File: src/rtl/booth_pkg.sv
// rtl/booth_pkg.sv - shared types and helpers for the radix-4 Booth multiplier
package booth_pkg;

    typedef enum logic [1:0] {
        IDLE,
        BUSY,
        DONE
    } booth_state_t;

    typedef struct packed {
        logic neg;
        logic one;
        logic two;
    } booth_digit_t;

    // Unsigned operands need one extra digit so the zero-extended MSB is covered.
    function automatic int unsigned booth_digits(input logic is_signed, input int unsigned width);
        return is_signed ? (width / 2) : (width / 2 + 1);
    endfunction

endpackage

File: src/rtl/booth_digit_enc.sv
// rtl/booth_digit_enc.sv - radix-4 Booth recoder for one overlapping 3-bit multiplier window
import booth_pkg::*;

module booth_digit_enc (
    input  logic [2:0]   bits,
    output booth_digit_t digit
);

    always_comb begin
        digit.neg = bits[2] & ~(bits[1] & bits[0]);
        digit.one = bits[1] ^ bits[0];
        digit.two = (bits[2] & ~bits[1] & ~bits[0]) | (~bits[2] & bits[1] & bits[0]);
    end

endmodule

File: src/rtl/booth_mult_seq.sv
// rtl/booth_mult_seq.sv - iterative radix-4 Booth multiplier, one digit per clock
import booth_pkg::*;

module booth_mult_seq #(
    parameter int WIDTH       = 8,
    parameter int APPROX_BITS = 4
) (
    input  logic                 clk,
    input  logic                 rst_n,
    input  logic                 in_valid,
    output logic                 in_ready,
    input  logic [WIDTH-1:0]     x,
    input  logic [WIDTH-1:0]     y,
    input  logic                 is_signed,
    input  logic                 approx,
    input  logic                 flush,
    output logic                 out_valid,
    input  logic                 out_ready,
    output logic [2*WIDTH-1:0]   p,
    output logic                 busy
);

    localparam int EXT_W = WIDTH + 2;
    localparam int ACC_W = 2 * WIDTH + 2;
    localparam int CNT_W = $clog2(WIDTH / 2 + 2);
    localparam logic [ACC_W-1:0] APPROX_MASK = {ACC_W{1'b1}} << APPROX_BITS;

    booth_state_t     state_q, state_d;
    logic [ACC_W-1:0] x_q, x_d;
    logic [EXT_W:0]   y_q, y_d;
    logic             signed_q, signed_d;
    logic             approx_q, approx_d;
    logic [CNT_W-1:0] cnt_q, cnt_d;
    logic [ACC_W-1:0] acc_q, acc_d;

    booth_digit_t     digit;
    logic [ACC_W-1:0] mag;
    logic [ACC_W-1:0] term;
    logic [CNT_W-1:0] last_cnt;

    // y_q keeps the implicit y[-1] in bit 0, so the low three bits are always the current window.
    booth_digit_enc u_digit_enc (
        .bits  (y_q[2:0]),
        .digit (digit)
    );

    // x_q already carries the 4^i weight, so no barrel shifter is needed.
    always_comb begin
        mag = '0;
        if (digit.two) begin
            mag = x_q << 1;
        end else if (digit.one) begin
            mag = x_q;
        end
        term = digit.neg ? (~mag + ACC_W'(1)) : mag;
        if (approx_q) begin
            term = term & APPROX_MASK;
        end
    end

    assign last_cnt = CNT_W'(booth_digits(signed_q, WIDTH) - 1);

    always_comb begin
        state_d  = state_q;
        x_d      = x_q;
        y_d      = y_q;
        signed_d = signed_q;
        approx_d = approx_q;
        cnt_d    = cnt_q;
        acc_d    = acc_q;
        case (state_q)
            IDLE: begin
                if (in_valid) begin
                    x_d      = {{(ACC_W - WIDTH){x[WIDTH-1] & is_signed}}, x};
                    y_d      = {{2{y[WIDTH-1] & is_signed}}, y, 1'b0};
                    signed_d = is_signed;
                    approx_d = approx;
                    cnt_d    = '0;
                    acc_d    = '0;
                    state_d  = BUSY;
                end
            end
            BUSY: begin
                acc_d = acc_q + term;
                x_d   = x_q << 2;
                y_d   = {{2{y_q[EXT_W]}}, y_q[EXT_W:2]};
                cnt_d = cnt_q + CNT_W'(1);
                if (cnt_q == last_cnt) begin
                    state_d = DONE;
                end
            end
            DONE: begin
                if (out_ready) begin
                    state_d = IDLE;
                end
            end
            default: state_d = IDLE;
        endcase
        if (flush) begin
            state_d = IDLE;
        end
    end

    always_ff @(posedge clk or negedge rst_n) begin
        if (!rst_n) begin
            state_q  <= IDLE;
            x_q      <= '0;
            y_q      <= '0;
            signed_q <= 1'b0;
            approx_q <= 1'b0;
            cnt_q    <= '0;
            acc_q    <= '0;
        end else begin
            state_q  <= state_d;
            x_q      <= x_d;
            y_q      <= y_d;
            signed_q <= signed_d;
            approx_q <= approx_d;
            cnt_q    <= cnt_d;
            acc_q    <= acc_d;
        end
    end

    assign in_ready  = (state_q == IDLE);
    assign busy      = (state_q == BUSY);
    assign out_valid = (state_q == DONE);
    assign p         = acc_q[2*WIDTH-1:0];

endmodule
File: config.mk
export PLATFORM = sky130hd
export DESIGN_NAME = booth_mult_seq
export DESIGN_NICKNAME = d
export VERILOG_FILES = /design/src/rtl/booth_pkg.sv /design/src/rtl/booth_digit_enc.sv /design/src/rtl/booth_mult_seq.sv
export SDC_FILE = /design/constraint.sdc
export NUM_CORES = 1
export LEC_CHECK = 0
export BUFFER_PORTS_ARGS = -buffer_cell sky130_fd_sc_hd__buf_2
export CAP_MARGIN = 10
export CORE_AREA = 2 2 81 83
export CTS_BUF_LIST = sky130_fd_sc_hd__clkbuf_2
export DETAILED_ROUTE_END_ITERATION = 6
export DIE_AREA = 0 0 83 85
export PLACE_DENSITY = 0.8
export SLEW_MARGIN = 30
export SYNTH_ARGS = -nofsm -noshare
export SYNTH_HDL_FRONTEND = slang
export SYNTH_SLANG_ARGS = --single-unit
File: constraint.sdc
create_clock -name clk -period 4.6 [get_ports clk]
set_input_delay 0.92 -clock clk [delete_from_list [all_inputs] [get_ports clk]]
set_output_delay 0.92 -clock clk [all_outputs]
set_load 0.1 [all_outputs]
==> results.sh <==
export IMPL_run_status="complete, no violations"
export IMPL_grt_pass1_vias=2935
export IMPL_gp_congestion=0.912
export IMPL_path_class="reg -> reg"
export IMPL_antenna_cells=0
export IMPL_clkTransAtPathRegs_ns=0.28
export IMPL_synthArstFlopShare=1.00
export IMPL_ys_top_cells_by_area="dfrtp_1 35%, nand2_1 7.6%, ha_1 7.3%"
export IMPL_cts_htree_levels=2
export IMPL_post_cts_setup_buffers=0
export IMPL_finClkSkew_ns=0.0292
export IMPL_worstPathArrival_ns=4.54
export IMPL_fin_tns_setup_ns=0
export IMPL_final_cells=541
export IMPL_final_layout_size_suffix_gt1_frac=0.144
export IMPL_place_area_um2=3830
export IMPL_clock_sinks=50
export IMPL_max_slew_worst_pin_slew_ns=0.920
export IMPL_drtPass1Iterations=5
export IMPL_hp_class="in -> async"
export IMPL_drc=0
export IMPL_cts_tree="yes"
export IMPL_syn_num_nets=482
export IMPL_syn_area_per_cell_um2=8.28
export IMPL_critPathMaxFanout=12
export IMPL_dp_cells=533
export IMPL_ios=42
export IMPL_rsz0062_at_grt="false"
export IMPL_cts_root_buffer="clkbuf_2"
export IMPL_r2r_slack_ns=0.47
export IMPL_synthDistinctLibCells=60
export IMPL_die_h_um=85
export IMPL_antenna_left=0
export IMPL_synth_edf_count=0
export IMPL_yosys_area_top_type="dfrtp_1"
export IMPL_num_vias=3249
export IMPL_drt_iter0_markers=237
export IMPL_overflow=0
export IMPL_maxClockFrequency_ghz=0.242
export IMPL_port_buffers=41
export IMPL_die_w_um=83
export IMPL_drt_wl_total_mm=8.20
export IMPL_max_slew_margin=0.384
export IMPL_die_area_um2=7060
export IMPL_synth_top_flop_cell="dfrtp_1"
export IMPL_areaGrowthSynthToFinish_pct=8.26
export IMPL_period_needed_ns=4.13
export IMPL_maxCapViolCount=0
export IMPL_clk_insertion_delay_late_ns=0.45
export IMPL_clockBufferDepth=2
export IMPL_synth_seq_cells=50
export IMPL_hpwl_mm=5.80
export IMPL_postCtsHoldBufs=0
export IMPL_ys_seq_area_frac=0.346
export IMPL_grtUsageTotal=0.233
export IMPL_crit_required_ns=5.01
export IMPL_post_route_period_util=0.898
export IMPL_synthCells=437
export IMPL_nNetsFinal=508
export IMPL_post_drt_wl_per_cell_um=15.1
export IMPL_crit_path_end_kind="register"
export IMPL_grt_max_degree=62
export IMPL_numCtsBuffers=5
export IMPL_rows=29
export IMPL_core_um2=6200
export IMPL_timing_hold_ws_ns=0.513
export IMPL_maxSlewViolCount=0
export IMPL_synth_warning_count=0
export IMPL_finalInstanceArea_um2=3920
export IMPL_start_kind="register"
export IMPL_grt_pass1_wl_mm=13.7
export IMPL_netlist_area_um2=3620
export IMPL_post_drt_via_cell_ratio=6.01
export IMPL_antenna_found_initial=0
export IMPL_hold_viol=0
export IMPL_initial_core_util=0.583
export IMPL_cts_resized=0
export IMPL_synth_top_area_frac=0.346
export IMPL_setup_violations_final=0
-- path summary, 6_finish.rpt --
path / startpoint / endpoint / cells past startpoint
worst max-delay path: y_q[0] / acc_q[14] / 17
min in group clk: y_q[9] / y_q[9] / 2
max in group asynchronous: rst_n / y_q[8] / 2
worst min-delay path: rst_n / acc_q[9] / 2
worst min register to register: y_q[9] / y_q[9] / 2
worst max register to register: y_q[0] / acc_q[14] / 17
-- registers in the layout (all words and copies together), names as in the netlist --
register / cells
state_q: 2
y_q: 11
cnt_q: 3
approx_q: 1
x_q: 16
signed_q: 1
acc_q: 16
-- synth_stat cells, types with 4 or more instances --
cell type	count
xnor2_1	13
a211oi_1	6
a21o_1	7
a21oi_2	4
a22oi_1	11
o21ai_1	9
and3_1	11
ha_1	21
nand3_1	28
a31oi_1	26
nor2b_1	6
o21ai_0	28
inv_1	7
buf_2	4
xor2_1	13
nor2_1	28
dfrtp_1	50
a21oi_1	13
clkbuf_1	17
nand2_1	73
-- cells by family after synthesis --
family / after synthesis / share of synthesized area
xor gates and xnor gates: 26 / 0.0629
muxes: 2 / 0.00588
adders and majority gates: 22 / 0.0781
DFF: 50 / 0.346
buffers and inverters: 35 / 0.0460
and+or+nand+nor: 172 / 0.224
AOI/OAI and AO/OA: 130 / 0.238
-- stage by stage --
step	util	worst slack [ns]
6_report	0.632	0.469
5_1_grt	0.632	0.0860
4_1_cts	0.631	0.479
3_5_place_dp	0.617	0.541
3_3_place_gp	0.617	0.757
2_1_floorplan	-	1.00
-- worst max-delay path, cell delays in order, from the launching register on --
cell and delay [ns]:
dfrtp_1 0.53, o21ai_1 0.63, nand2_1 0.16, nand3_1 0.11, a21boi_0 0.26, ha_1 0.24
o2111ai_1 0.21, a211oi_2 0.25, nor2_1 0.09, xnor2_1 0.27, ha_1 0.31, o21ai_0 0.11
nand2b_1 0.08, a21oi_1 0.26, nor2b_1 0.10, o21ai_0 0.15, o21ba_1 0.17, o211ai_1 0.17
-- cell type report --
| type | count | area [µm²] |
|---|---|---|
| Clock buffer | 5 | 25.0 |
| Sequential cell | 50 | 1250 |
| Clock inverter | 3 | 63.8 |
| Fill cell | 556 | 2290 |
| Inverter | 7 | 26.3 |
| Timing Repair Buffer | 47 | 250 |
| Multi-Input combinational cell | 352 | 2210 |
| Tap cell | 77 | 96.3 |
-- per-layer routing --
metal	global-route usage	wire length (µm)	vias up
li1	-	-	1637
met1	0.316	3960	1517
met2	0.389	3810	80
met3	0.0360	289	15
met4	0.0700	140	0
met5	0	0	-
-- placed cells by master, fill, tap and decap left out, types with 6 or more instances in the layout --
| cell type | netlist | final |
|---|---|---|
| a211oi_1 | 6 | 6 |
| a21o_1 | 7 | 7 |
| a21oi_1 | 13 | 13 |
| a22oi_1 | 11 | 11 |
| a31oi_1 | 26 | 26 |
| and3_1 | 11 | 11 |
| buf_2 | 4 | 41 |
| buf_4 | 2 | 6 |
| dfrtp_1 | 50 | 50 |
| ha_1 | 21 | 21 |
| inv_1 | 7 | 7 |
| nand2_1 | 73 | 73 |
| nand3_1 | 28 | 28 |
| nor2_1 | 28 | 28 |
| nor2b_1 | 6 | 6 |
| o21ai_0 | 28 | 28 |
| o21ai_1 | 9 | 9 |
| xnor2_1 | 13 | 13 |
| xor2_1 | 13 | 13 |
Power is not shown: default switching activity piles up to over one toggle a cycle in this logic, so the estimate is an artifact.
